[config.mk]
export PLATFORM = sky130hd
export DESIGN_NAME = beacon_burst_tx
export DESIGN_NICKNAME = d
export VERILOG_FILES = /design/src/rtl/beacon_pkg.sv /design/src/rtl/beacon_sym_timer.sv /design/src/rtl/beacon_burst_tx.sv
export SDC_FILE = /design/constraint.sdc
export NUM_CORES = 1
export LEC_CHECK = 0
export BUFFER_PORTS_ARGS = -buffer_cell sky130_fd_sc_hd__buf_2
export CORE_ASPECT_RATIO = 1.75
export CORE_MARGIN = 8
export CORE_UTILIZATION = 40
export DETAILED_ROUTE_END_ITERATION = 16
export GPL_ROUTABILITY_DRIVEN = 0
export PLACE_DENSITY_LB_ADDON = 0.15
export SLEW_MARGIN = 40
export SYNTH_ARGS = -nofsm -noshare
export SYNTH_HDL_FRONTEND = slang
export SYNTH_HIERARCHICAL = 1
export SYNTH_SLANG_ARGS = --single-unit
[constraint.sdc]
create_clock -name xtal_in -period 2.18 [get_ports xtal_in]
set_input_delay 0.218 -clock xtal_in [delete_from_list [all_inputs] [get_ports xtal_in]]
set_output_delay 0.218 -clock xtal_in [all_outputs]
set_load 0.005 [all_outputs]
[src/rtl/beacon_pkg.sv]
// Shared beacon definitions: FSM state encoding and default warm-up/cooldown lengths
// used by both the burst transmitter and the beacon receiver.
package beacon_pkg;

    typedef enum logic [1:0] {
        ST_IDLE     = 2'd0,
        ST_WARMUP   = 2'd1,
        ST_SYMBOL   = 2'd2,
        ST_COOLDOWN = 2'd3
    } beacon_state_e;

    localparam int BEACON_WARMUP   = 256;
    localparam int BEACON_COOLDOWN = 64;

    function automatic int max_int(input int a, input int b);
        return (a > b) ? a : b;
    endfunction

endpackage

[src/rtl/beacon_sym_timer.sv]
// Symbol-period timer: loadable down-counter (a load value of 0 is treated as 1) whose
// expire flag is high during the last cycle of each symbol.
module beacon_sym_timer #(
    parameter int SYM_W = 8
) (
    input  logic             clk,
    input  logic             rst,
    input  logic             load,
    input  logic [SYM_W-1:0] len,
    output logic             expire
);

    logic [SYM_W-1:0] cnt;

    always_ff @(posedge clk) begin
        if (rst) begin
            cnt <= '0;
        end else if (load) begin
            cnt <= (len == '0) ? SYM_W'(1) : len;
        end else if (cnt != '0) begin
            cnt <= cnt - 1'b1;
        end
    end

    assign expire = (cnt == SYM_W'(1));

endmodule

[src/rtl/beacon_burst_tx.sv]
// Keyed beacon burst transmitter: warm-up, OOK code word (MSB first), cooldown.
// Define BEACON_BURST_TX_REPEAT_EN to add the rep_cnt port and repeated code-word passes.
module beacon_burst_tx
    import beacon_pkg::*;
#(
    parameter int CODE_LEN  = 16,
    parameter int NUM_CH    = 2,
    parameter int SYM_W     = 8,
    parameter int WARMUP    = BEACON_WARMUP,
    parameter int COOLDOWN  = BEACON_COOLDOWN,
    localparam int CH_W     = (NUM_CH > 1) ? $clog2(NUM_CH) : 1
) (
    input  logic                xtal_in,
    input  logic                rst,
    input  logic                tx_stb,
    input  logic [CODE_LEN-1:0] code,
    input  logic [CH_W-1:0]     ch_sel,
    input  logic [SYM_W-1:0]    sym_len,
`ifdef BEACON_BURST_TX_REPEAT_EN
    input  logic [3:0]          rep_cnt,
`endif
    output logic                pll_en,
    output logic [NUM_CH-1:0]   tx_en,
    output logic                busy,
    output logic                done,
    output logic                drop,
    output logic [1:0]          fsm_state
);

    localparam int CNT_W = $clog2(max_int(WARMUP, COOLDOWN) + 1);
    localparam int IDX_W = (CODE_LEN > 1) ? $clog2(CODE_LEN) : 1;
    localparam logic [CNT_W-1:0] WARM_LOAD = CNT_W'(WARMUP - 1);
    localparam logic [CNT_W-1:0] COOL_LOAD = CNT_W'(COOLDOWN - 1);
    localparam logic [IDX_W-1:0] IDX_TOP   = IDX_W'(CODE_LEN - 1);

    beacon_state_e       state, state_n;
    logic [CNT_W-1:0]    cnt, cnt_n;
    logic [IDX_W-1:0]    idx, idx_n;
    logic [CODE_LEN-1:0] sh, sh_n;
    logic [CH_W-1:0]     ch_lat, ch_n;
    logic [SYM_W-1:0]    len_lat, len_n;
    logic                fin, fin_n;
    logic                timer_load;
    logic                sym_expire;
    logic [NUM_CH-1:0]   tx_dec;
`ifdef BEACON_BURST_TX_REPEAT_EN
    logic [3:0]          rep, rep_n;
`endif

    beacon_sym_timer #(.SYM_W(SYM_W)) u_sym_timer (
        .clk    (xtal_in),
        .rst    (rst),
        .load   (timer_load),
        .len    (len_lat),
        .expire (sym_expire)
    );

    always_comb begin
        state_n    = state;
        cnt_n      = cnt;
        idx_n      = idx;
        sh_n       = sh;
        ch_n       = ch_lat;
        len_n      = len_lat;
        fin_n      = 1'b0;
        timer_load = 1'b0;
`ifdef BEACON_BURST_TX_REPEAT_EN
        rep_n      = rep;
`endif
        case (state)
            ST_IDLE: begin
                if (tx_stb) begin
                    state_n = ST_WARMUP;
                    cnt_n   = WARM_LOAD;
                    sh_n    = code;
                    ch_n    = ch_sel;
                    len_n   = sym_len;
`ifdef BEACON_BURST_TX_REPEAT_EN
                    rep_n   = rep_cnt;
`endif
                end
            end
            ST_WARMUP: begin
                if (cnt == '0) begin
                    state_n    = ST_SYMBOL;
                    idx_n      = IDX_TOP;
                    timer_load = 1'b1;
                end else begin
                    cnt_n = cnt - 1'b1;
                end
            end
            ST_SYMBOL: begin
                if (sym_expire) begin
                    // Rotate rather than shift so a repeat pass sees the original word again.
                    sh_n = (sh << 1) | (sh >> (CODE_LEN - 1));
                    if (idx == '0) begin
                        state_n = ST_COOLDOWN;
                        cnt_n   = COOL_LOAD;
                    end else begin
                        idx_n      = idx - 1'b1;
                        timer_load = 1'b1;
                    end
                end
            end
            ST_COOLDOWN: begin
                if (cnt == '0) begin
`ifdef BEACON_BURST_TX_REPEAT_EN
                    if (rep != 4'd0) begin
                        rep_n      = rep - 4'd1;
                        state_n    = ST_SYMBOL;
                        idx_n      = IDX_TOP;
                        timer_load = 1'b1;
                    end else begin
                        state_n = ST_IDLE;
                        fin_n   = 1'b1;
                    end
`else
                    state_n = ST_IDLE;
                    fin_n   = 1'b1;
`endif
                end else begin
                    cnt_n = cnt - 1'b1;
                end
            end
            default: state_n = ST_IDLE;
        endcase
    end

    always_comb begin
        tx_dec = '0;
        if (state == ST_SYMBOL && sh[CODE_LEN-1] && int'(ch_lat) < NUM_CH)
            tx_dec = NUM_CH'(1) << ch_lat;
    end

    // Outputs are registered decodes of the current state, so they trail it by one cycle.
    always_ff @(posedge xtal_in) begin
        if (rst) begin
            state   <= ST_IDLE;
            cnt     <= '0;
            idx     <= '0;
            sh      <= '0;
            ch_lat  <= '0;
            len_lat <= '0;
            fin     <= 1'b0;
`ifdef BEACON_BURST_TX_REPEAT_EN
            rep     <= 4'd0;
`endif
            pll_en  <= 1'b0;
            tx_en   <= '0;
            busy    <= 1'b0;
            done    <= 1'b0;
            drop    <= 1'b0;
        end else begin
            state   <= state_n;
            cnt     <= cnt_n;
            idx     <= idx_n;
            sh      <= sh_n;
            ch_lat  <= ch_n;
            len_lat <= len_n;
            fin     <= fin_n;
`ifdef BEACON_BURST_TX_REPEAT_EN
            rep     <= rep_n;
`endif
            pll_en  <= (state == ST_WARMUP) || (state == ST_SYMBOL);
            tx_en   <= tx_dec;
            busy    <= (state != ST_IDLE);
            done    <= fin;
            drop    <= tx_stb && (state != ST_IDLE);
        end
    end

    assign fsm_state = state;

endmodule

==> flow_summary.yaml, run 1 <==
routing:
  routed_wl_um: 6264
  post_drt_wl_per_cell_um: 14.50
  ant_nets: 0
  firstDrtPassIters: 4
  drc: 0
  vias_per_cell: 5.306
  drt_iter0_drc: 73
  vias: 2292
logic_synthesis:
  synth-seq-area-share_pct: 41.03
  async_flop_share_pct: 0
  syn_inst: 302
  synth_ff_type: "dfxtp_1"
  yosysTopAreaCellShare_pct: 41.03
  synth_area_um2: 2684
  synth_edf_count: 0
  synth_seq_cells: 55
  syn_nets: 340
  synth_top_area_cell: "dfxtp_1"
  syn_avg_cell_area_um2: 8.887
  synth_area_leaders: "dfxtp_1, mux2i_1, a211oi_1"
  synth_cell_types: 54
  ys_warn_count: 6
job:
  drv_cap: 0
timing:
  fmax_mhz: 473.7
  rsz0062_at_grt: "yes"
  finalSetupViolCount: 0
  hold_viol_final: 0
  worst_pin_slew_ps: 508.9
  skew_ps: 6.358
  slew_violations: 0
  maxSlewHeadroom_pct: 65.95
  fin_setup_tns_ps: 0
  period_share_pct: 96.84
  min_period_ps: 2111
place:
  place_area_um2: 3064
  dp.cells: 421
  hpwlAfterDp_um: 4645
  numPortBuffers: 35
cells_and_area:
  final-seq-area_um2: 1101
  final_cell_area_um2: 3281
  nNetsFinal: 388
  fill_cells: 668
  final_core_util_pct: 50.17
  multi_input_area_um2: 1518
  finalNonFillerCells: 432
  syn_to_final_growth_pct: 22.24
  drive_above_1_share_pct: 27.71
  antenna_cells: 0
clock_tree:
  numCtsBuffers: 5
  path_clk_slew_ps: 70
  cts_buffer_depth: 2
  cts_tree: "built"
  clkLatencyLatePin_ps: 290
  htree_num_levels: 2
  clock-sinks: 55
  root_buffer: "clkbuf_16"
critical_path:
  start_kind: "flip-flop"
  worstPathArrival_ps: 2330
  crit_type: "flip-flop to flip-flop"
  crit_fanout: 7
  worstSetupEndpointType: "flip-flop"
  critPathRequiredTime_ps: 2400
die:
  core-area_um2: 6539
  dieArea_um2: 9690
  fp-row-count: 39
  die_x_um: 77.92
  start_util_pct: 41.04
  die_h_um: 124.4
  io_pins: 36
grt:
  grt.total_usage_pct: 13.26
  grt_antenna_before_repair: 0
  grt_pass1_wl_um: 10700
  grt_pass1_vias: 2316
  grt_max_degree: 33
  grt-ovfl-total: 0
pwr:
  power.leakage_uw: 0.001334
  ir_worst_vdd_uv: 713.8
  power.density_nw_per_um2: 1491
hold_path:
  min_path_type: "input pin to flip-flop"
outcome:
  outcome: "finished clean"
==> through the flow <==
step | total power [uW] | hold WS (ps) | setup WS [ps]
floorplan | 3351 | 294.0 | -1.415
global placement | 3983 | 436.4 | 82.49
detailed placement | 4022 | 427.0 | 29.66
CTS | 4818 | 163.5 | 17.89
global route | 5301 | 177.8 | -40.45
finish | 4891 | 170.1 | 68.93
==> cell families after synthesis <==
kind of cell	synth area share (%)
AOI/OAI and AO/OA	20.23
xor gates and xnor gates	2.284
buffers and inverters	4.942
and+or+nand+nor	20.14
DFF	41.03
adders and majority gates	4.662
muxes	6.713
==> layer usage <==
metal / global-route usage, % / part of all wire, % / routed length (um) / vias to the layer above
met3: 3.035 / 3.0 / 186 / 10
met5: 0 / 0 / 0 / -
met2: 24.32 / 55 / 3459 / 32
li1: - / - / - / 1173
met1: 13.74 / 40 / 2475 / 1077
met4: 5.598 / 2.3 / 143 / 0
==> layout make-up <==
class	count	share of cell area, %
clock inverter	2	0.4195
sequential	55	33.56
tap	82	3.127
multi-input combinational	216	46.26
clock buffer	5	3.814
inverter	14	1.716
timing repair buffer	58	11.10
==> cell usage in the layout (no fill, tap or decap), types with 2 or more instances in the layout <==
| cell | n |
|---|---|
| a21oi_2 | 3 |
| nor3b_2 | 2 |
| ha_1 | 7 |
| o21bai_4 | 2 |
| buf_4 | 21 |
| clkinv_2 | 2 |
| nor4_1 | 2 |
| nand2b_1 | 3 |
| ha_2 | 3 |
| a21oi_1 | 19 |
| clkbuf_16 | 5 |
| o21ai_0 | 2 |
| o21ai_1 | 2 |
| or3b_2 | 2 |
| nand3_1 | 11 |
| nor2b_1 | 4 |
| mux2i_1 | 18 |
| a211oi_1 | 20 |
| xnor2_1 | 3 |
| and3_1 | 2 |
| a31oi_1 | 2 |
| nand2_1 | 23 |
| nor2_1 | 37 |
| dfxtp_1 | 55 |
| buf_2 | 35 |
| nor3_1 | 12 |
| a311oi_1 | 4 |
| inv_1 | 11 |
| xor2_1 | 4 |
| a2111oi_2 | 2 |
==> power by group <==
part	internal (uW)	leakage (uW)	switching, uW
clock network	420	0.0000696	350
logic	1180	0.000811	1360
registers	1350	0.000454	238
total	2950	0.00133	1950
==> path summary, 6_finish.rpt <==
kind / start / end / slack (ps) / cells after the start
worst max register to register: idx[0]$_SDFFE_PP0P_ / u_sym_timer/cnt[1]$_SDFFE_PP0P_ / 70 / 8
worst min-delay path: sym_len[5] / len_lat[5]$_SDFFE_PP0P_ / 170 / 3
worst min register to register: fin$_SDFF_PP0_ / done$_SDFF_PP0_ / 440 / 1
worst max-delay path: idx[0]$_SDFFE_PP0P_ / u_sym_timer/cnt[1]$_SDFFE_PP0P_ / 70 / 8
==> worst max-delay path: stages, from the launching register on <==
cell,delay (ps)
dfxtp_1,310
inv_1,60
ha_2,180
or3b_2,450
nand3_1,120
a21boi_0,90
buf_4,170
or4_1,530
o211ai_1,110
==> Yosys cell counts (3+ instances only) <==
library cell,n
inv_1,12
nand2b_1,3
clkbuf_1,13
nor3_1,13
a311oi_1,4
nor4_1,3
ha_1,10
nand2_1,23
nor2b_1,4
mux2i_1,18
xnor2_1,3
nand3_1,11
a211oi_1,21
dfxtp_1,55
xor2_1,4
nor2_1,37
a21oi_2,3
a21oi_1,19
==> repair_timing <==
item / CTS / global route
buffers inserted: 0 / 3
hold buffers: 0 / 0
endpoints found under the setup margin: 0 / 35
resized for setup: 0 / 12
endpoints found under the hold margin: 0 / 0
==> state kept, by name, indices dropped and copies added, names as in the netlist <==
register / count
len_lat: 8
drop: 1
u_sym_timer/cnt: 8
ch_lat: 1
pll_en: 1
cnt: 9
tx_en: 2
busy: 1
fin: 1
idx: 4
done: 1
fsm_state: 2
sh: 16
Note: power is estimated with default switching activity, not from simulation.
==> run 2, diff against run 1 <==
- clock period: 2.18 -> 1.75 ns (I/O delays scaled with it)
==> run 2 against run 1 <==
Against the previous run: the flow now finishes with violations (negative setup slack); flip-flop and latch count did not move; worst hold slack got worse by 52 ps; final cell count rose by 11%; power rose by 61%; sequential share of layout area fell by 5.3 points; via count rose by 8.9%.
==> flow_summary.yaml, run 2 (synthesis gave the netlist of run 1 again) <==
outcome:
  outcome: "complete, but fails checks"
  violations: "negative setup slack"
timing:
  hold_viol_final: 0
  finalWorstSetupSlack_ps: -302.4
  fmax_mhz: 487.2
  finalSetupViolCount: 39
  worst_pin_slew_ps: 470.4
  rsz0062_at_grt: "yes"
  maxSlewHeadroom_pct: 68.35
  period_share_pct: 117.3
  holdWs_ps: 118.1
  skew_ps: 5.614
  min_period_ps: 2052
  slew_violations: 0
die:
  dieArea_um2: 9690
  io_pins: 36
  core-area_um2: 6539
  start_util_pct: 41.04
  fp-row-count: 39
  die_x_um: 77.92
  die_h_um: 124.4
routing:
  post_drt_wl_per_cell_um: 15.18
  drc: 0
  wl_met1_um: 2687
  vias: 2496
  maxUsedRoutingLayer: "met4"
  firstDrtPassIters: 4
  routed_wl_um: 7285
  drt_iter0_drc: 130
  met3_length_um: 218
  vias_per_cell: 5.200
  ant_nets: 0
  wl_met2_um: 4245
clock_tree:
  hold_buffers: 0
  path_clk_slew_ps: 80
  root_buffer: "clkbuf_16"
  cts_buffer_depth: 2
  clock-sinks: 55
  cts_tree: "built"
  numCtsBuffers: 5
  clkLatencyLatePin_ps: 300
  htree_num_levels: 2
cells_and_area:
  largestRegisters: "sh (16), cnt (9)"
  nNetsFinal: 435
  finalNonFillerCells: 480
  syn_to_final_growth_pct: 46.67
  largest_register_ffs: 16
  most-common-layout-cells: "buf_4, dfxtp_1, buf_2"
  regMostFlops: "sh"
  final_common_cell: "buf_4"
  drive_above_1_share_pct: 45.98
  antenna_cells: 0
pwr:
  seqPwrFrac_pct: 25.2
  swShare_pct: 38.40
  power.density_nw_per_um2: 2004
  report.power.total_uw: 7888
  power.leakage_uw: 0.001635
  ir_worst_vdd_uv: 922.8
  combPwrFrac_pct: 61.7
  p_clk_share_pct: 13.0
  switchingPower_uw: 3029
  p_int_uw: 4858
critical_path:
  crit_path_end: "cnt[7]$_SDFFE_PP0P_"
  start_kind: "flip-flop"
  critPathRequiredTime_ps: 1990
  rrSetupSlack_ps: -300
  reg2reg_depth: 7
  crit_fanout: 7
  worstPathArrival_ps: 2290
  r2r-end: "cnt[7]$_SDFFE_PP0P_"
  crit-reg2reg-launch: "cnt[5]$_SDFFE_PP0P_"
  crit_start: "cnt[5]$_SDFFE_PP0P_"
  crit_type: "flip-flop to flip-flop"
  worstSetupEndpointType: "flip-flop"
place:
  numPortBuffers: 35
  dp.cells: 452
  hpwlAfterDp_um: 4976
grt:
  grt-ovfl-total: 0
  grt_pass1_wl_um: 12020
  grt_pass1_vias: 2606
  grt_antenna_before_repair: 0
  grt.total_usage_pct: 15.26
  grt_max_degree: 39
job:
  drv_cap: 0
hold_path:
  min_from: "sym_len[5]"
  min_path_type: "input pin to flip-flop"
  min_path_cells: 3
## run 2: changes by cell type in the layout (fill, tap and decap cells not counted), sizes merged
cell      delta
clkinvlp     +1
buf         +48
o21bai       -1
## run 2: worst min path at each step
stage	endpoint	slack, ps
floorplan	u_sym_timer/cnt[0]$_SDFFE_PP0P_	250
global placement	done$_SDFF_PP0_	420
detailed placement	done$_SDFF_PP0_	420
CTS	len_lat[5]$_SDFFE_PP0P_	110
global route	len_lat[6]$_SDFFE_PP0P_	120
finish	len_lat[5]$_SDFFE_PP0P_	120
## run 2: layout make-up
class                   instances  area (um2)
repair buffers                106       827.0
multi-input cells             215        1675
clock buffers                   5       125.1
inverters                      14       70.07
fillers                       575        2603
clock inverters                 3       23.77
flip-flops and latches         55        1112
well taps                      82       102.6
## run 2: per-layer routing
metal	global-route usage (%)	vias to the layer above
met4	6.037	0
li1	-	1263
met5	0	-
met2	29.81	29
met3	3.396	10
met1	14.45	1194
## run 2: repair_timing
item / in CTS / in global routing
pin swaps: 22 / 18
gates cloned: 3 / 0
setup buffers: 14 / 5
gates resized for setup: 32 / 18
setup endpoints to repair: 39 / 39
## run 2: through the flow
| step | setup TNS [ps] | worst slack [ps] | area, um2 | util (%) |
|---|---|---|---|---|
| after detailed placement | -6126 | -324.0 | 3410 | 52.14 |
| final | -6064 | -302.4 | 3936 | 60.20 |
| after global placement | -5768 | -274.9 | 3410 | 52.14 |
| after global routing | -9341 | -367.0 | 3936 | 60.20 |
| after floorplan | -4359 | -301.9 | 2839 | - |
| after CTS | -5216 | -274.0 | 3847 | 58.84 |
## run 2: critical path, stage by stage (launching register included)
cell and delay (ps):
dfxtp_2 320, or4_4 570, or3_4 430, o21bai_4 220, buf_6 180, buf_6 100, o21ai_4 40, a21oi_2 120
## run 2: power by group through the flow
stage               Combinational [uW]  Sequential [uW]  Clock [uW]
CTS                               4710             1980        1050
detailed placement                3680             1960           0
global route                      5290             2040        1090
floorplan                         2500             1960           0
finish                            4870             1990        1030
global placement                  3610             1950           0
